==> config.mk <==
export PLATFORM = sky130hd
export DESIGN_NAME = tdes_sequencer
export DESIGN_NICKNAME = d
export VERILOG_FILES = /design/src/rtl/tdes_sequencer.sv
export SDC_FILE = /design/constraint.sdc
export NUM_CORES = 1
export LEC_CHECK = 0
export BUFFER_PORTS_ARGS = -buffer_cell sky130_fd_sc_hd__clkbuf_2
export CAP_MARGIN = 30
export CORE_UTILIZATION = 52
export CTS_BUF_LIST = sky130_fd_sc_hd__clkbuf_2
export CTS_CLUSTER_SIZE = 24
export DETAILED_ROUTE_END_ITERATION = 8
export PLACE_DENSITY = 0.87
export SLEW_MARGIN = 30
export SYNTH_ARGS = -nofsm -noshare
export SYNTH_HDL_FRONTEND = slang
export SYNTH_SLANG_ARGS = --single-unit
==> constraint.sdc <==
create_clock -name HCLK -period 3.1 [get_ports HCLK]
set_clock_uncertainty 0.1 [all_clocks]
set_input_delay 0.62 -clock HCLK [delete_from_list [all_inputs] [get_ports HCLK]]
set_output_delay 0.62 -clock HCLK [all_outputs]
set_load 0.01 [all_outputs]
==> src/rtl/tdes_sequencer.sv <==
// ---------------------------------------------------------------------------
// tdes_sequencer
//
// Purpose:
//   Drives an external single-DES core three times per request to build a
//   triple-DES operation. Encrypt runs the EDE chain (K1 enc, K2 dec, K3 enc)
//   and decrypt runs the DED chain (K3 dec, K2 enc, K1 dec). The block is
//   latched on start, fed to the core one pass at a time, and each pass
//   result becomes the input of the next pass. After the third pass the
//   result appears on dout with a one-cycle done pulse.
//
// Parameters:
//   DATA_W   block width of all data buses
//   TIMEOUT  cycles waited for des_done in one pass before giving up
//            (only meaningful when TDES_TIMEOUT_EN is defined)
//
// Configuration macro:
//   TDES_TIMEOUT_EN  when defined, a stalled pass that reaches TIMEOUT
//                    cycles without des_done moves the sequencer to ERR and
//                    raises err. When undefined, the sequencer waits for the
//                    core indefinitely and err is held at 0.
//
// Ports:
//   HCLK         clock, all state changes on the rising edge
//   HRESET       asynchronous active-low reset
//   start        request one triple-DES operation on din
//   decrypt      0 = encrypt (EDE), 1 = decrypt (DED), sampled with start
//   abort        cancel the current operation and return to IDLE
//   din          input block, sampled with start
//   des_start    one-cycle pulse launching one DES pass
//   des_decrypt  direction of the current pass
//   des_key_sel  key of the current pass (0 = K1, 1 = K2, 2 = K3)
//   des_din      block fed to the DES core
//   des_done     DES core pass complete, des_dout valid
//   des_dout     DES core result
//   dout         final result, held until the next completion or reset
//   busy         operation in progress (ISSUE, WAIT, DONE)
//   done         one-cycle completion pulse
//   err          timeout error flag
// ---------------------------------------------------------------------------
module tdes_sequencer #(
   parameter int DATA_W  = 64,
   parameter int TIMEOUT = 255
) (
   input  logic              HCLK,
   input  logic              HRESET,
   input  logic              start,
   input  logic              decrypt,
   input  logic              abort,
   input  logic [DATA_W-1:0] din,
   output logic              des_start,
   output logic              des_decrypt,
   output logic [1:0]        des_key_sel,
   output logic [DATA_W-1:0] des_din,
   input  logic              des_done,
   input  logic [DATA_W-1:0] des_dout,
   output logic [DATA_W-1:0] dout,
   output logic              busy,
   output logic              done,
   output logic              err
);

   // Elaboration-time sanity checks on the parameters; these never produce
   // hardware.
   if (DATA_W < 1) begin : g_bad_data_w
      $error("tdes_sequencer: DATA_W must be at least 1");
   end
   if (TIMEOUT < 1) begin : g_bad_timeout
      $error("tdes_sequencer: TIMEOUT must be at least 1");
   end

   typedef enum logic [2:0] {
      IDLE,
      ISSUE,
      WAIT,
      DONE,
      ERR
   } state_t;

   state_t            state;
   logic [1:0]        pass;
   logic [1:0]        pass_next;
   logic              mode;
   logic [DATA_W-1:0] work;

`ifdef TDES_TIMEOUT_EN
   localparam int TW = (TIMEOUT < 2) ? 1 : $clog2(TIMEOUT + 1);
   localparam logic [TW-1:0] TMO_LAST = TW'(TIMEOUT - 1);
   logic [TW-1:0] tmo_cnt;
`endif

   assign pass_next = pass + 2'd1;

   // Key used by a given pass. Encrypt walks K1, K2, K3; decrypt walks the
   // same keys in reverse order so it undoes the encrypt chain.
   function automatic logic [1:0] key_for(input logic [1:0] p, input logic dir);
      logic [1:0] k;
      k = 2'd0;
      case (p)
         2'd0:    k = dir ? 2'd2 : 2'd0;
         2'd1:    k = 2'd1;
         default: k = dir ? 2'd0 : 2'd2;
      endcase
      return k;
   endfunction

   // Direction of a given pass. The middle pass always runs opposite to
   // the outer two, which is what makes the chain EDE or DED.
   function automatic logic dir_for(input logic [1:0] p, input logic dir);
      return dir ^ p[0];
   endfunction

   // Single sequencer process. Every output is a register so the DES core
   // and the consumer of dout see glitch-free signals. Abort is checked
   // before anything else so it wins over start and over a des_done that
   // lands in the same cycle; that des_done is simply dropped. des_key_sel
   // and des_decrypt are loaded on the way into ISSUE and left alone in
   // WAIT, so they stay stable for the whole pass.
   always_ff @(posedge HCLK or negedge HRESET) begin
      if (!HRESET) begin
         state       <= IDLE;
         pass        <= 2'd0;
         mode        <= 1'b0;
         work        <= '0;
         des_start   <= 1'b0;
         des_decrypt <= 1'b0;
         des_key_sel <= 2'd0;
         des_din     <= '0;
         dout        <= '0;
         busy        <= 1'b0;
         done        <= 1'b0;
`ifdef TDES_TIMEOUT_EN
         err         <= 1'b0;
         tmo_cnt     <= '0;
`endif
      end else if (abort) begin
         state     <= IDLE;
         pass      <= 2'd0;
         des_start <= 1'b0;
         busy      <= 1'b0;
         done      <= 1'b0;
`ifdef TDES_TIMEOUT_EN
         err       <= 1'b0;
         tmo_cnt   <= '0;
`endif
      end else begin
         des_start <= 1'b0;
         done      <= 1'b0;
         case (state)
            IDLE, ERR: begin
               if (start) begin
                  work        <= din;
                  des_din     <= din;
                  mode        <= decrypt;
                  pass        <= 2'd0;
                  des_key_sel <= key_for(2'd0, decrypt);
                  des_decrypt <= dir_for(2'd0, decrypt);
                  des_start   <= 1'b1;
                  busy        <= 1'b1;
                  state       <= ISSUE;
`ifdef TDES_TIMEOUT_EN
                  err         <= 1'b0;
                  tmo_cnt     <= '0;
`endif
               end
            end

            ISSUE: begin
               state <= WAIT;
`ifdef TDES_TIMEOUT_EN
               tmo_cnt <= '0;
`endif
            end

            WAIT: begin
               if (des_done) begin
                  work    <= des_dout;
                  des_din <= des_dout;
                  if (pass == 2'd2) begin
                     dout  <= des_dout;
                     done  <= 1'b1;
                     state <= DONE;
                  end else begin
                     pass        <= pass_next;
                     des_key_sel <= key_for(pass_next, mode);
                     des_decrypt <= dir_for(pass_next, mode);
                     des_start   <= 1'b1;
                     state       <= ISSUE;
                  end
               end
`ifdef TDES_TIMEOUT_EN
               else if (tmo_cnt == TMO_LAST) begin
                  // Core never answered: drop the operation and flag it.
                  busy  <= 1'b0;
                  err   <= 1'b1;
                  state <= ERR;
               end else begin
                  tmo_cnt <= tmo_cnt + 1'b1;
               end
`endif
            end

            DONE: begin
               busy  <= 1'b0;
               state <= IDLE;
            end

            default: begin
               busy  <= 1'b0;
               state <= IDLE;
            end
         endcase
      end
   end

`ifndef TDES_TIMEOUT_EN
   // Without the timeout option there is no way to reach ERR.
   assign err = 1'b0;
`endif

endmodule

==> flow_summary.toml <==
[final_layout]
area_growth_pct = 34.6
antenna_cells = 0
final_cell_area_um2 = 8020
finish.cell_count_without_fillers = 936
num-nets-final = 924
post_layout_utilization_of_the_core_pct = 73.0
share_of_layout_cells_above_drive_strength_1_pct = 47.2

[power]
swShare_pct = 35.0
static-leakage-power_uw = 0.00412
cell_internal_pwr_uw = 3410
power.clock.fraction_pct = 20.3
power_switching_uw = 1830
power.density_cell_area_nw_per_um2 = 653
ir_worst_vdd_mv = 0.494
seqPwrFrac_pct = 47.8
power.share.combinational_pct = 31.9

[sta]
slew-limit-headroom_pct = 50.3
timing.setup.tns_ps = 0
finalMaxSlewViolations = 0
grt_setup_unrepaired = "no"
achievable-frequency_ghz = 0.440
worstMarginPinSlew_ps = 746
hold_viol_final = 0
post-route-period-util_pct = 73.3
setup_viol_count_final = 0
finalCriticalPeriod_ps = 2270
timing.final.ws_setup_ps = 827

[job]
maxCapViolCount = 0

[yosys]
synth-seq-cells = 139
syn_area_per_cell_um2 = 12.4
synth.cell_area_um2 = 5960
synth-edff-count = 0
most_instantiated_flip_flop_cell_in_the_synthesis_netlist = "dfrtp_1"
synthDistinctLibCells = 26
yosys.area.top_type = "dfrtp_1"
synthesis.yosys.warnings = 0
sequential_cell_area_fraction_in_the_yosys_report_pct = 58.4
postSynth.asyncResetShare_pct = 100
synth.top_cells.by_area = "dfrtp_1 58%, mux2_2 13%, mux2i_1 11%, a21oi_1 6.0%, nor2_1 4.2%"
synth_top_area_share_pct = 58.4
netlist_instances = 481
mapped_nets = 621

[die]
chipWidth_um = 109
number_of_standard_cell_rows_in_the_floorplan = 38
design.die.area_um2 = 11900
die_height_um = 109
core_region_area_um2 = 11000
floorplan.initialDensity_pct = 54.2
ios = 269

[grt]
first_global_vias = 5073
gr-total-overflow = 0
grt_pass1_wl_um = 24000
pin_count_of_the_biggest_net_entering_global_routing = 81
grt_antenna_before_repair = 0
track_usage_pct = 27.2

[route]
drtAntennaViolNets = 0
count_of_tritonroute_iterations_in_the_first_routing_pass = 4
avgViaCountPerCell = 5.31
detailroute.wirelength.met2_um = 8200
route.vias.total = 4967
routed_length_on_met1_um = 5970
top_signal_layer_used = "met4"
drt-total-wl_um = 16200
post-route-drc-count = 0
met3WireLength_um = 1350
detail_route.wl_per_cell_um = 17.3
initialDrtViolationCount = 293

[worst_setup_path]
crit_path_end_kind = "register"
worstPathArrival_ps = 2810
worst_setup_path_startpoint = "state[0]"
r2r_setup_slack_ps = 830
criticalPathCategory = "reg -> reg"
critical_path.max_fanout = 72
r2r_start = "state[0]"
start_kind = "register"
cp_data_required_time_ps = 3630

[worst_hold_path]
min_path_type = "in -> reg"
hold_path_startpoint = "des_dout[24]"

[placement]
gp_congestion = 0.815
dpl_cell_area_um2 = 7390
portBuffers = 267
dp.cells = 865
place_ws_ps = 889
dpl.hpwl_um = 11300

[clock_tree]
clock_network_latency_to_the_later_pin_of_the_worst_skew_pair_ps = 710
cts.sinks = 139
cts_made_buffers = 17
max-clock-path-buffers = 2
cts_htree_levels = 4
cts_tree = "yes"
postCtsSetupRepairBufs = 0
post_cts_hold_buffer_count = 33
cts_repair_resizes = 0
cts.reportedPaths.clkPinSlew_ps = 190
clock_tree.root_cell = "clkbuf_2"

[status]
outcome = "complete, no violations"
==> cell type report <==
| class | instances | area, um2 |
|---|---|---|
| clock buffer | 20 | 100 |
| clock inverter | 11 | 128 |
| fill | 709 | 2960 |
| inverter | 8 | 30.0 |
| multi-input combinational | 303 | 2290 |
| sequential | 139 | 3480 |
| tap | 140 | 175 |
| timing repair buffer | 315 | 1820 |
==> logic make-up (layout without fill, tap and decap cells) <==
kind of cell / Yosys count / after routing / synth area share [%]
buffers and inverters: 39 / 354 / 3.46
flip-flops: 139 / 139 / 58.4
AO/OA/AOI/OAI: 75 / 75 / 6.43
multiplexers: 136 / 136 / 24.3
AND/OR/NAND/NOR: 84 / 84 / 5.96
XOR/XNOR: 1 / 1 / 0.147
other: 1 / 1 / 0.0629
adder cells (fa/ha/maj): 6 / 6 / 1.26
==> final timing paths <==
check                           cells past startpoint           to
min in group asynchronous                           2     dout[38]
worst min register to register                      1     dout[41]
worst max register to register                      7  des_din[35]
worst min-delay path                                2     dout[24]
worst max-delay path                                7  des_din[35]
max in group asynchronous                           3     dout[12]
==> worst max-delay path: stages, from the launching register on <==
cell	delay, ps
dfrtp_1	420
inv_1	190
ha_1	270
mux2i_1	150
nor3_4	190
buf_4	570
nor2_1	80
a21oi_1	180
==> power by group through the flow <==
stage,clock network [uW],registers [uW],logic (uW)
after floorplan,0,2710,680
after global placement,0,2520,1550
after detailed placement,0,2530,1630
after CTS,1090,2500,1670
after global routing,1170,2550,1840
final,1060,2500,1670
==> synthesized netlist by cell type (all sizes together), types with 2 or more instances <==
| cell type | number |
|---|---|
| dfrtp | 139 |
| a21oi | 71 |
| mux2 | 69 |
| mux2i | 67 |
| nor2 | 67 |
| buf | 30 |
| inv | 8 |
| ha | 6 |
| nand2 | 5 |
| nand2b | 3 |
| nand3 | 2 |
==> registers in the layout, summed over array words and instances (netlist names), 2 cells and up <==
register,count
dout,64
state,2
pass,2
des_din,64
des_key_sel,2
==> metrics by stage <==
step / power [uW] / hold WS (ps)
finish: 5240 / 70.2
global route: 5560 / 1.66
CTS: 5250 / 0.229
detailed placement: 4160 / 395
global placement: 4070 / 386
floorplan: 3390 / 224
==> cells in the final DEF (no fill, tap or decap) <==
cell	n
a211oi_1	1
a21oi_1	71
a221oi_1	1
and2b_4	1
buf_12	1
buf_4	7
buf_6	1
bufinv_16	3
clkbuf_2	286
clkinv_1	2
clkinv_2	6
conb_1	1
dfrtp_1	139
dlygate4sd3_1	40
ha_1	5
ha_4	1
inv_1	8
mux2_2	69
mux2i_1	67
nand2_1	5
nand2b_1	3
nand3_1	2
nand3b_1	1
nand4b_1	1
nor2_1	67
nor2b_1	1
nor3_4	1
nor3b_1	1
o21ai_0	1
o22ai_1	1
or3_1	1
xnor2_1	1
==> per-layer routing <==
layer | vias up | GRT usage, %
li1 | 2282 | -
met1 | 2389 | 28.8
met2 | 244 | 46.6
met3 | 52 | 9.62
met4 | 0 | 15.7
met5 | - | 0
Note: power is estimated with default switching activity, not from simulation.
